$ cat src/rtl/pipe_pkg.sv
// rtl/pipe_pkg.sv - shared pipeline-stage types and MEM/WB bundle widths
//
// Purpose: holds the skid-buffer occupancy enum and the field widths of the
//          MEM/WB bundle (RegWr, RegDst, MemToReg, rt, rd, Dout, Result).
// Ports:   none (package).
package pipe_pkg;

  // Occupancy of the two-entry buffer: nothing held, main only, main + skid.
  typedef enum logic [1:0] {
    EMPTY = 2'd0,
    ONE   = 2'd1,
    FULL  = 2'd2
  } state_t;

  localparam int REG_IDX_W = 5;
  localparam int WORD_W    = 32;
  // RegWr + RegDst + MemToReg (3 bits) + rt + rd + Dout + Result
  localparam int MEMWB_W   = 3 + 2 * REG_IDX_W + 2 * WORD_W;

endpackage

$ cat src/rtl/pipe_sat_cnt.sv
// rtl/pipe_sat_cnt.sv - saturating event counter
//
// Purpose: counts cycles in which inc is high; sticks at all-ones.
// Ports:   clk  - clock
//          rst  - asynchronous active-high reset, clears the count
//          inc  - count this cycle
//          cnt  - current count (W bits)
module pipe_sat_cnt #(
  parameter int W = 32
) (
  input  logic         clk,
  input  logic         rst,
  input  logic         inc,
  output logic [W-1:0] cnt
);

  logic [W-1:0] cnt_q;
  logic [W-1:0] cnt_d;

  always_comb begin
    cnt_d = cnt_q;
    if (inc && (cnt_q != '1)) begin
      cnt_d = cnt_q + 1'b1;
    end
  end

  always_ff @(posedge clk or posedge rst) begin
    if (rst) begin
      cnt_q <= '0;
    end else begin
      cnt_q <= cnt_d;
    end
  end

  assign cnt = cnt_q;

endmodule

$ cat src/rtl/pipe_stage_buf.sv
// rtl/pipe_stage_buf.sv - two-entry skid buffer pipeline stage
//
// Purpose: valid/ready pipeline register with a main and a skid entry so that
//          in_ready depends on occupancy only, never on out_ready. Entries
//          leave in FIFO order; out_data always comes from the main register.
// Macro:   PIPE_STAGE_PERF_EN adds the stall_cnt output and its counter.
// Ports:   clk       - clock, rising edge
//          rst       - asynchronous active-high reset
//          flush     - drop all held entries (wins over accept/release)
//          in_valid  - upstream offers in_data
//          in_ready  - stage can take in_data this cycle
//          in_data   - upstream payload (DATA_W bits)
//          out_valid - out_data holds a valid entry
//          out_ready - downstream takes out_data
//          out_data  - oldest held payload (DATA_W bits)
//          stall_cnt - cycles with out_valid && !out_ready (perf build only)
module pipe_stage_buf
  import pipe_pkg::*;
#(
  parameter int DATA_W        = MEMWB_W,
  parameter bit ZERO_ON_FLUSH = 1'b1
) (
  input  logic              clk,
  input  logic              rst,
  input  logic              flush,
  input  logic              in_valid,
  output logic              in_ready,
  input  logic [DATA_W-1:0] in_data,
  output logic              out_valid,
  input  logic              out_ready,
  output logic [DATA_W-1:0] out_data
`ifdef PIPE_STAGE_PERF_EN
  ,
  output logic [31:0]       stall_cnt
`endif
);

  state_t            state_q;
  logic [DATA_W-1:0] main_q;
  logic [DATA_W-1:0] skid_q;

  logic accept;
  logic release_e;

  // Handshake flags are pure decodes of the registered state.
  assign in_ready  = (state_q != FULL);
  assign out_valid = (state_q != EMPTY);
  assign out_data  = main_q;

  assign accept    = in_valid && in_ready;
  assign release_e = out_valid && out_ready;

  always_ff @(posedge clk or posedge rst) begin
    if (rst) begin
      state_q <= EMPTY;
      main_q  <= '0;
      skid_q  <= '0;
    end else if (flush) begin
      // Flush beats any same-cycle accept or release; offered data is dropped.
      state_q <= EMPTY;
      if (ZERO_ON_FLUSH) begin
        main_q <= '0;
        skid_q <= '0;
      end
    end else begin
      unique case (state_q)
        EMPTY: begin
          if (accept) begin
            main_q  <= in_data;
            state_q <= ONE;
          end
        end
        ONE: begin
          if (accept && release_e) begin
            main_q <= in_data;
          end else if (release_e) begin
            state_q <= EMPTY;
            if (ZERO_ON_FLUSH) begin
              main_q <= '0;
            end
          end else if (accept) begin
            // Downstream stalled: park the newer entry behind main.
            skid_q  <= in_data;
            state_q <= FULL;
          end
        end
        FULL: begin
          if (release_e) begin
            main_q  <= skid_q;
            state_q <= ONE;
            if (ZERO_ON_FLUSH) begin
              skid_q <= '0;
            end
          end
        end
        default: begin
          state_q <= EMPTY;
        end
      endcase
    end
  end

`ifdef PIPE_STAGE_PERF_EN
  // Counts stalls regardless of flush; only rst clears it.
  pipe_sat_cnt #(
    .W(32)
  ) u_stall_cnt (
    .clk(clk),
    .rst(rst),
    .inc(out_valid && !out_ready),
    .cnt(stall_cnt)
  );
`else
  // Default build carries no performance counter.
`endif

endmodule

$ cat config.mk
export PLATFORM = sky130hd
export DESIGN_NAME = pipe_stage_buf
export DESIGN_NICKNAME = d
export VERILOG_FILES = /design/src/rtl/pipe_pkg.sv /design/src/rtl/pipe_sat_cnt.sv /design/src/rtl/pipe_stage_buf.sv
export SDC_FILE = /design/constraint.sdc
export NUM_CORES = 1
export LEC_CHECK = 0
export ABC_CLOCK_PERIOD_IN_PS = 14300
export CELL_PAD_IN_SITES_DETAIL_PLACEMENT = 0
export CELL_PAD_IN_SITES_GLOBAL_PLACEMENT = 2
export CORE_ASPECT_RATIO = 1.5
export CORE_MARGIN = 3
export CORE_UTILIZATION = 33
export DETAILED_ROUTE_END_ITERATION = 10
export PLACE_DENSITY_LB_ADDON = 0.08
export REMOVE_ABC_BUFFERS = 1
export SLEW_MARGIN = 20
export SYNTH_ARGS = -nofsm -noshare
export SYNTH_HDL_FRONTEND = slang
export SYNTH_SLANG_ARGS = --single-unit
$ cat constraint.sdc
create_clock -name clk -period 14.3 [get_ports clk]
set_clock_uncertainty 0.15 [all_clocks]
set_input_delay 2.86 -clock clk [delete_from_list [all_inputs] [get_ports clk]]
set_output_delay 2.86 -clock clk [all_outputs]
set_load 0.05 [all_outputs]
==> results by stage, run 1 <==
Clock tree:
- The cell sitting at the root of the clock tree is a clkbuf_16.
- The clock net sink count is 156.
- The longest clock path from root to sink contains 2 buffers.
- The quantity of gates resized following cts is 0.
- The post-CTS clock slew at the launch and capture registers of the worst setup and hold paths is 0.06 ns.
- The number of buffers inserted during clock tree synthesis is 17.
- The source-to-sink clock delay at the later pin of the worst-skew pair is 0.42 ns.
- TritonCTS built the clock tree.
- Post-CTS timing repair inserted 0 buffers for setup.
- The depth of the CTS H-tree is 4.
- The post-cts hold buffer count is 0.

STA:
- The number of setup violations in the final report is 0.
- The clock period could shrink to 5.25 ns.
- The transition time of the tightest slew-check pin is 1.04 ns.
- Setup repair after global routing left no endpoint under its margin.
- The final period utilization is 0.367.
- In this run the tightest slew margin relative to its limit is 0.304.
- The final hold violation count came to 0.
- The number of max-slew violations in the final report is 0.
- The summed negative setup slack over all endpoints is 0 ns.
- The maximum operating frequency is 0.191 GHz.

Routing:
- The iteration-0 DRC count of the detailed router is 356.
- The sum of routed wire length over all layers is 21300 um.
- The post-detailed-route wirelength per cell is 17.5 um.
- In the routed design, unresolved DRC markers number 0.
- The number of nets still failing antenna checks after routing is 0.
- The final route contains 6357 vias.
- Before antenna repair, the detailed router went through 5 iterations.
- After detailed routing, the number of vias per cell comes to 5.21.

Final layout:
- The share of post-route cells with drive strength above 1 is 0.0527.
- The synthesis-to-finish area growth is 31.4%.
- In the final design database the tool counted 1022 nets.
- 0 antenna diodes ended up in the layout.
- The post-route non-filler standard cell count is 1220.
- Once layout is complete, the utilization of the core stands at 0.445.

Power:
- The maximum ir drop on the vdd rail is 0.0000805 V.
- In this run the power density over the cells is 160 nW/um^2.
- The analysis attributes to cell leakage a power of 0.00411 uW.

Synthesis:
- In this run, synthesis inferred 0 flip-flops with an integrated enable.
- In this run, distinct cell masters in the synthesized netlist total 27.
- Synthesis produced a netlist whose cell count is 824.
- The post-synthesis instance area is 7440 um^2.
- The commonest cells after synthesis are 156 x dfrtp_1, 155 x nand2_1, 114 x o21ai_0, 77 x o2bb2ai_1, 56 x inv_1.
- The dominant register cell in the synthesized netlist is dfrtp_1.
- The proportion of synthesized flip-flops having asynchronous set or reset is 1.00.
- The count of yosys warnings during synthesis is 0.
- In the post-synthesis netlist, the biggest area contributors are dfrtp_1 52%, o2bb2ai_1 9.1%, nand2_1 7.8%.
- Averaged over all synthesized cells, the footprint is 9.03 um^2.
- The register bit count reported by yosys is 156.
- The area share of the largest cell type after synthesis is 0.525.
- For this run, the register share of the synthesized area comes to 0.525.
- dfrtp_1 is the most common cell in the netlist.
- The post-synthesis cell type with the largest combined area is dfrtp_1.

Flow run:
- Across the run, the number of max-cap violations was 0.

Global route:
- The routing usage on met3 is 0.0402.
- Entering global routing, the biggest net connects 132 pins.
- The leftover overflow at the end of global routing is 0.
- The number of antenna violations at the first check in global routing is 0.
- The most heavily used metal layer in global routing is met2.
- The first global-routing pass estimated 35500 um of wire.
- For met2 alone, demand over resource in global routing was 0.299.
- The global-route track usage on met1 is 0.237.
- In the global route stage, overall resource usage came out at 0.182.
- The number of global-route vias before repair is 6573.

Floorplan:
- The I/O pin count is 161.
- The die footprint is 24400 um^2.
- The die extent in y is 190 um.
- The initial utilization of the core area, before any placement, comes to 0.339.
- The floorplan has 66 rows.
- From left edge to right edge, the die measures 129 um.
- The area of the core region is 22000 um^2.

Status:
- The flow ran to the end, and the final reports show no timing, DRC or antenna violations.

Place:
- Once placement completed, the tool counted placed cells totaling 1189.
- The sum of net half-perimeters after detailed placement is 12000 um.
- The routability-driven placement congestion ratio is 0.773.
- Input and output buffers added on the ports amount to 160.

Worst hold path:
- The type of the most critical hold path is reg -> reg.

Critical path:
- In this run the worst path has a maximum fanout of 131.
- The worst setup path is launched from a primary input.
- The critical path arrival is 5.35 ns.
- The data required time at the worst endpoint is 14.40 ns.
- The worst setup path is captured at a register.
- The worst register-to-register path has a setup slack of 10.43 ns.
- By startpoint and endpoint, the worst setup path is classified as in -> reg.
state kept, by name, indices dropped and copies added, names as in the netlist:
| register | count |
|---|---|
| skid_q | 77 |
| out_data | 77 |
| state_q | 2 |
power breakdown:
group,switching [uW],leakage (uW),total (uW),internal [uW]
combinational,357,0.00173,526,169
sequential,44.2,0.00208,558,514
clock,185,0.000295,480,295
layout make-up:
cell class                 instances  area (um^2)
fill                            2103        12200
sequential                       156         3900
multi-input combinational        538         3040
timing repair buffer             167         1660
clock buffer                      19          443
tap                              272          340
inverter                          56          215
clock inverter                    12          171
worst max-delay path, stage by stage:
cell	delay, ns
clkdlybuf4s50_1	0.45
and3b_1	0.24
a211oi_4	0.78
buf_6	0.72
o21ai_0	0.23
path summary, 6_finish.rpt:
| check | end | cells after the start | startpoint |
|---|---|---|---|
| min in group asynchronous | out_data[14] | 2 | rst |
| worst max register to register | skid_q[32] | 7 | state_q[0] |
| worst max-delay path | skid_q[32] | 5 | in_valid |
| worst min register to register | skid_q[39] | 2 | skid_q[39] |
| worst min-delay path | skid_q[39] | 2 | skid_q[39] |
| max in group asynchronous | skid_q[73] | 3 | rst |
cell families after synthesis:
family	share of synthesized area
adders and majority gates	0.00673
DFF	0.525
AOI/OAI and AO/OA	0.248
and+or+nand+nor	0.145
buffers and inverters	0.0725
muxes	0.00286
layer usage:
layer	part of all wire	vias up	routed length [um]
met1	0.45	3110	9630
met3	0.041	20	884
met4	0.017	0	362
li1	-	3085	-
met5	0	-	0
met2	0.49	142	10500
cells in the final DEF, fill, tap and decap left out, drive strengths merged:
| cell type | count |
|---|---|
| mux2 | 1 |
| a211oi | 2 |
| and4bb | 1 |
| a21oi | 52 |
| o2bb2ai | 77 |
| nor2 | 6 |
| ha | 4 |
| a221oi | 26 |
| o21ai | 128 |
| nand3 | 52 |
| clkinvlp | 3 |
| inv | 56 |
| bufinv | 4 |
| o31ai | 1 |
| nor2b | 27 |
| nand2 | 155 |
| clkdlybuf4s50 | 160 |
| dfrtp | 156 |
| clkbuf | 19 |
| and2 | 1 |
| mux2i | 1 |
| nand2b | 3 |
| buf | 7 |
| clkinv | 5 |
| and3b | 1 |
through the flow:
stage,hold WS (ns),setup WS (ns),power (uW),cell area [um^2]
after global placement,0.310,8.37,1090,9160
after detailed placement,0.320,8.27,1100,9160
after CTS,0.334,8.71,1590,9770
final,0.328,9.05,1560,9780
after floorplan,0.299,7.08,896,7110
after global routing,0.350,8.83,1660,9780
(Power assumes the default switching activity.)
==> run 2, diff against run 1 <==
--- a/config.mk
+++ b/config.mk
@@ -5,12 +5,12 @@
 export SDC_FILE = /design/constraint.sdc
 export NUM_CORES = 1
 export LEC_CHECK = 0
-export ABC_CLOCK_PERIOD_IN_PS = 14300
+export ABC_CLOCK_PERIOD_IN_PS = 4400
 export CELL_PAD_IN_SITES_DETAIL_PLACEMENT = 0
 export CELL_PAD_IN_SITES_GLOBAL_PLACEMENT = 2
 export CORE_ASPECT_RATIO = 1.5
 export CORE_MARGIN = 3
-export CORE_UTILIZATION = 33
+export CORE_UTILIZATION = 28
 export DETAILED_ROUTE_END_ITERATION = 10
 export PLACE_DENSITY_LB_ADDON = 0.08
 export REMOVE_ABC_BUFFERS = 1
==> constraint.sdc (replaced) <==
create_clock -name clk -period 4.4 [get_ports clk]
set_clock_uncertainty 0.15 [all_clocks]
set_input_delay 0.88 -clock clk [delete_from_list [all_inputs] [get_ports clk]]
set_output_delay 0.88 -clock clk [all_outputs]
set_load 0.05 [all_outputs]
==> results by stage, run 2 (synthesis results as in run 1) <==
STA:
- The final period utilization is 0.701.
- The number of setup violations in the final report is 0.
- In this run the tightest slew margin relative to its limit is 0.408.
- At the pin with the least slew margin, the transition time is 0.887 ns.
- The final hold violation count is 0.
- The routed design could run at a clock period as short as 3.08 ns.
- Setup repair after global routing left no endpoint under its margin.
- The number of max-slew violations in the final report is 0.
- Timing would allow up to 0.324 GHz.

Floorplan:
- Pin placement for this block handled 161 I/O pins.
- The die extent in y is 206 um.
- The width of the die is 139 um.
- After floorplanning, the core was divided into 72 placement rows.
- The floorplan step defined a die boundary enclosing 28600 um^2.
- For this configuration, the core starts out at a cell density of 0.287.
- The area of the core region is 25900 um^2.

Critical path:
- The data required time at the worst endpoint is 4.59 ns.
- The depth of the worst register-to-register path is 8.
- Data on the critical path arrives at its endpoint at 3.27 ns.
- The startpoint type of the worst setup path is a register.
- The kind of critical path is reg -> reg.
- Of all nets on the critical path, the largest fanout is 51.
- The worst setup path is captured at a register.
- The setup check on the worst reg-to-reg path leaves a slack of 1.32 ns.

Final layout:
- The final net count is 1027.
- The share of post-route cells with drive strength above 1 is 0.0587.
- The final non-filler cell area is 9900 um^2.
- The leading cell type in the layout, fill and taps excluded is clkdlybuf4s50_1.
- The antenna diode instance count is 0.
- The synthesis-to-finish area growth is 33.1%.
- In the layout the commonest cells are 160 x clkdlybuf4s50_1, 156 x dfrtp_1, 155 x nand2_1.
- The layout has 2560 filler cells.

Clock tree:
- The depth of the CTS H-tree is 4.
- TritonCTS built the clock tree.
- The maximum root-to-sink buffer count is 2.
- The CTS root buffer is clkbuf_16.
- The post-cts hold buffer count is 0.
- The number of buffers inserted during clock tree synthesis is 17.
- Clock latency on the worst-skew pair, taken at its later pin, is 0.42 ns.
- The post-CTS clock slew at the launch and capture registers of the worst setup and hold paths is 0.06 ns.
- The number of post-CTS setup repair buffers is 0.
- Once the clock tree was built, the resizer swapped 0 gates to a different size.
- The clock net in this run drives a total of 156 sinks.

Place:
- The number of buffer cells added on primary ports is 160.
- The routability-driven placement congestion ratio is 0.721.
- The placed instances occupy a cell area of 9300 um^2.
- The HPWL after detailed placement is 13500 um.

Routing:
- After detailed routing, the number of vias per cell comes to 4.97.
- For this block, the initial DRC count from the detailed router was 380.
- Across all layers, the routed design uses 6393 vias.
- The sum of routed wire length over all layers is 23300 um.
- The detailed route wirelength on metal3 is 1110 um.
- The first TritonRoute pass finished after 5 iterations.
- Signal routing reaches up to met4.
- The post-detailed-route wirelength per cell is 18.1 um.
- The count of nets left with antenna violations once routing finished came out at 0.
- After detailed routing, the met2 layer carries 11400 um of wire.
- The routed metal-1 wirelength is 10500 um.
- In the routed design, unresolved DRC markers number 0.

Global route:
- The number of antenna violations at the first check in global routing is 0.
- The leftover overflow at the end of global routing is 0.
- Across every metal layer, demand over resource in global routing totals 0.164.
- Entering global routing, the biggest net connects 91 pins.
- The wire length of the first global-routing pass is 37300 um.
- The number of global-route vias before repair is 6447.

Power:
- Power spread over the standard cell area amounts to 508 nW/um^2.
- Summing internal, switching and leakage power gives 5030 uW.
- For this design the static power due to leakage is 0.00413 uW.
- VDD sags by at most 0.000262 V.

Worst hold path:
- The number of cells traversed by the worst hold path is 2.
- The type of the most critical hold path is reg -> reg.

Status:
- The run finished with clean final reports.

Flow run:
- The max-cap check violation count is 0.
==> run 2: metal layers <==
layer  global-route usage  vias up
met1                0.213     3145
li1                     -     3090
met3               0.0395       16
met2                0.275      142
met4               0.0472        0
met5                    0        -
==> run 2: where the power goes <==
group	switching, uW	internal, uW	total (uW)	leakage [uW]
clock	605	853	1460	0.000273
combinational	1190	567	1760	0.00177
sequential	148	1670	1820	0.00208
==> run 2: area by class of cell <==
cell class	instances	area, um^2	area share
flip-flops and latches	156	3900	0.394
multi-input cells	538	3040	0.307
repair buffers	172	1740	0.176
clock buffers	23	498	0.0503
well taps	333	417	0.0421
inverters	56	215	0.0217
clock inverters	9	86.3	0.00872
==> run 2: path summary, 6_finish.rpt <==
| check | from | to |
|---|---|---|
| max | state_q[0] | out_data[52] |
| min | skid_q[58] | skid_q[58] |
| max reg2reg | state_q[0] | out_data[52] |
| min reg2reg | skid_q[58] | skid_q[58] |
| max in group asynchronous | rst | out_data[62] |
| min in group asynchronous | rst | out_data[56] |
==> run 2: critical path, stage by stage, from the launching register on <==
cell and delay (ns):
dfrtp_1 0.41, inv_1 0.16, ha_2 0.25, buf_4 0.40, nor2_1 0.12, mux2i_1 0.22
nor2_4 0.70, buf_12 0.37, o2bb2ai_1 0.16
==> run 2: through the flow <==
step / setup TNS, ns / cells / setup WS, ns / utilization / hold WS, ns
3_5_place_dp: 0 / 1254 / 1.05 / 0.358 / 0.320
4_1_cts: 0 / 1286 / 1.22 / 0.381 / 0.334
2_1_floorplan: -222.85 / 750 / -0.837 / - / 0.299
5_1_grt: 0 / 1287 / 1.06 / 0.382 / 0.350
6_report: 0 / 1287 / 1.32 / 0.382 / 0.329
3_3_place_gp: 0 / 1254 / 1.16 / 0.358 / 0.311
==> run 3, diff against run 2 <==
--- a/config.mk
+++ b/config.mk
@@ -5,7 +5,7 @@
 export SDC_FILE = /design/constraint.sdc
 export NUM_CORES = 1
 export LEC_CHECK = 0
-export ABC_CLOCK_PERIOD_IN_PS = 4400
+export ABC_CLOCK_PERIOD_IN_PS = 2510
 export CELL_PAD_IN_SITES_DETAIL_PLACEMENT = 0
 export CELL_PAD_IN_SITES_GLOBAL_PLACEMENT = 2
 export CORE_ASPECT_RATIO = 1.5
==> constraint.sdc (replaced) <==
create_clock -name clk -period 2.51 [get_ports clk]
set_clock_uncertainty 0.15 [all_clocks]
set_input_delay 0.502 -clock clk [delete_from_list [all_inputs] [get_ports clk]]
set_output_delay 0.502 -clock clk [all_outputs]
set_load 0.05 [all_outputs]
==> results by stage, run 3 (synthesis results as in run 1) <==
Power:
- The fraction of power spent switching nets is 0.381.
- IR analysis of the VDD net gives a maximum drop of 0.000505 V.
- Summed over all nets, the switching power comes to 3360 uW.
- The cell area power density is 873 nW/um^2.
- The analysis attributes to cell leakage a power of 0.00424 uW.
- The share of total power dissipated in the clock network is 0.280.
- The share of total power dissipated in combinational logic is 0.359.
- Internal power comes to 5460 uW.
- The share of power burned in registers is 0.360.

Clock tree:
- The maximum root-to-sink buffer count is 2.
- The source-to-sink clock delay at the later pin of the worst-skew pair is 0.43 ns.
- The post-CTS clock slew at the launch and capture registers of the worst setup and hold paths is 0.06 ns.
- The H-tree was split into 4 levels.
- The CTS tree is yes.
- The tree built by TritonCTS fans out to 156 sinks.
- The number of clock buffers added by TritonCTS is 17.
- The number of setup buffers added after CTS is 0.
- Clock tree synthesis selected as its root buffer the cell clkbuf_16.

Final layout:
- Summing all flip-flop and latch instances after layout gives 3900 um^2.
- In the final layout, the multi-input gates occupy 3040 um^2.
- The number of fillers in the final layout is 2597.
- In the final design database the tool counted 1042 nets.
- The share of post-route cells with drive strength above 1 is 0.0714.
- The final non-filler cell area is 10100 um^2.
- The repair_antennas step left the layout with diodes totalling 0.
- The leading cell type in the layout, fill and taps excluded is clkdlybuf4s50_1.
- In the layout the commonest cells are 158 x clkdlybuf4s50_1, 156 x dfrtp_1, 155 x nand2_1.
- The synthesis-to-finish area growth is 35.8%.

STA:
- Timing would allow up to 0.416 GHz.
- The number of max-slew violations in the final report was 0.
- The final worst setup slack is 0.103 ns.
- The headroom to the max-slew limit is 0.654.
- The final hold violation count is 0.
- Setup violations remaining at the end of the flow were counted as 0.
- The final critical path time including I/O delays and setup is 2.41 ns.
- The final period utilization is 0.959.
- The transition time of the tightest slew-check pin is 0.518 ns.
- In the final timing run, aggregate negative setup slack is 0 ns.
- Setup repair after global routing left no endpoint under its margin.

Global route:
- The wire length of the first global-routing pass is 36800 um.
- For this run the aggregate overflow at the end of global routing stands at 0.
- The largest net degree at the start of global routing is 57.
- The number of antenna violations at the first check in global routing is 0.
- The number of global-route vias before repair is 6521.
- The global-route usage over all layers is 0.163.

Floorplan:
- The floorplan has 72 rows.
- The die is 206 um tall.
- The starting density of the core is 0.287.
- The I/O pin count is 161.
- The total area inside the core boundary comes to 25900 um^2.
- The die is 139 um wide.
- The die footprint is 28600 um^2.

Place:
- In this run the tool buffered the top-level ports with 160 buffer cells.
- The sum of net half-perimeters after detailed placement is 14700 um.
- At the end of routability-driven placement, the weighted congestion stood at 0.736.
- The post-place instance area is 9540 um^2.
- The placement-stage worst setup slack is 0.0963 ns.

Routing:
- The remaining design rule violation count is 0.
- The number of optimization iterations in the first detailed-route pass is 4.
- For this block, the initial DRC count from the detailed router was 278.
- Summing over every cut layer, the via total after detailed routing is 6421.
- In the final routed layout, each cell accounts on average for 17.4 um.
- In the routed layout, each cell is associated on average with a via count of 4.94.
- In this run the remaining antenna-violating nets after routing total 0.
- After detailed routing, the total wire length is 22700 um.

Status:
- The flow ran to the end, and the final reports show no timing, DRC or antenna violations.

Critical path:
- The endpoint class of the critical path is a primary output.
- The kind of critical path is reg -> out.
- The worst setup path is launched from a register.
- The maximum fanout count along the critical path is 30.
- At the worst endpoint, the arrival time is 1.75 ns.
- The data required time at the worst endpoint is 1.86 ns.

Worst hold path:
- In this run the worst hold path is classified as in -> async.

Flow run:
- Max-cap violations in this run came to 0.
-- run 3: metrics by stage --
stage	util	hold WS (ns)	cells	total power, uW
floorplan	-	0.299	750	5100
global placement	0.368	0.311	1270	6400
detailed placement	0.368	0.320	1270	6430
CTS	0.389	0.335	1300	8970
global route	0.389	0.348	1300	9340
finish	0.389	0.330	1300	8810
-- run 3: repair_timing --
item                                    in CTS  in global routing
resized for setup                            1                  1
hold buffers                                 0                  0
endpoints found under the setup margin       1                  1
-- run 3: per-layer routing --
metal,vias to the layer above,global-route usage,part of all wire
li1,3125,-,-
met1,3154,0.200,0.43
met2,127,0.291,0.52
met3,15,0.0302,0.031
met4,0,0.0476,0.014
met5,-,0,0
-- run 3: power groups by stage --
| stage | clock [uW] | sequential, uW | combinational [uW] |
|---|---|---|---|
| 2_1_floorplan | 0 | 3950 | 1150 |
| 3_3_place_gp | 0 | 3210 | 3190 |
| 3_5_place_dp | 0 | 3220 | 3210 |
| 4_1_cts | 2570 | 3180 | 3220 |
| 5_1_grt | 2660 | 3230 | 3450 |
| 6_report | 2470 | 3170 | 3170 |
-- run 3: path summary, 6_finish.rpt --
| check | startpoint | endpoint | slack (ns) | depth (start not counted) |
|---|---|---|---|---|
| hold / removal | rst | out_data[56] | 0.33 | 2 |
| max in group asynchronous | rst | skid_q[50] | 1.21 | 3 |
| hold reg to reg | skid_q[32] | skid_q[32] | 0.33 | 2 |
| min in group clk | skid_q[32] | skid_q[32] | 0.33 | 2 |
| setup reg to reg | state_q[0] | skid_q[15] | 0.30 | 7 |
| setup / recovery | state_q[0] | in_ready | 0.10 | 5 |
-- run 3: layout make-up --
class	count	area share
sequential	156	0.387
multi-input combinational	538	0.301
timing repair buffer	187	0.195
clock buffer	23	0.0483
tap	333	0.0413
inverter	56	0.0213
clock inverter	7	0.00644
-- run 3: critical path, stage by stage, from the launching register on --
cell,delay [ns]
dfrtp_1,0.41
inv_1,0.16
ha_2,0.25
buf_8,0.25
inv_1,0.07
buf_4,0.19
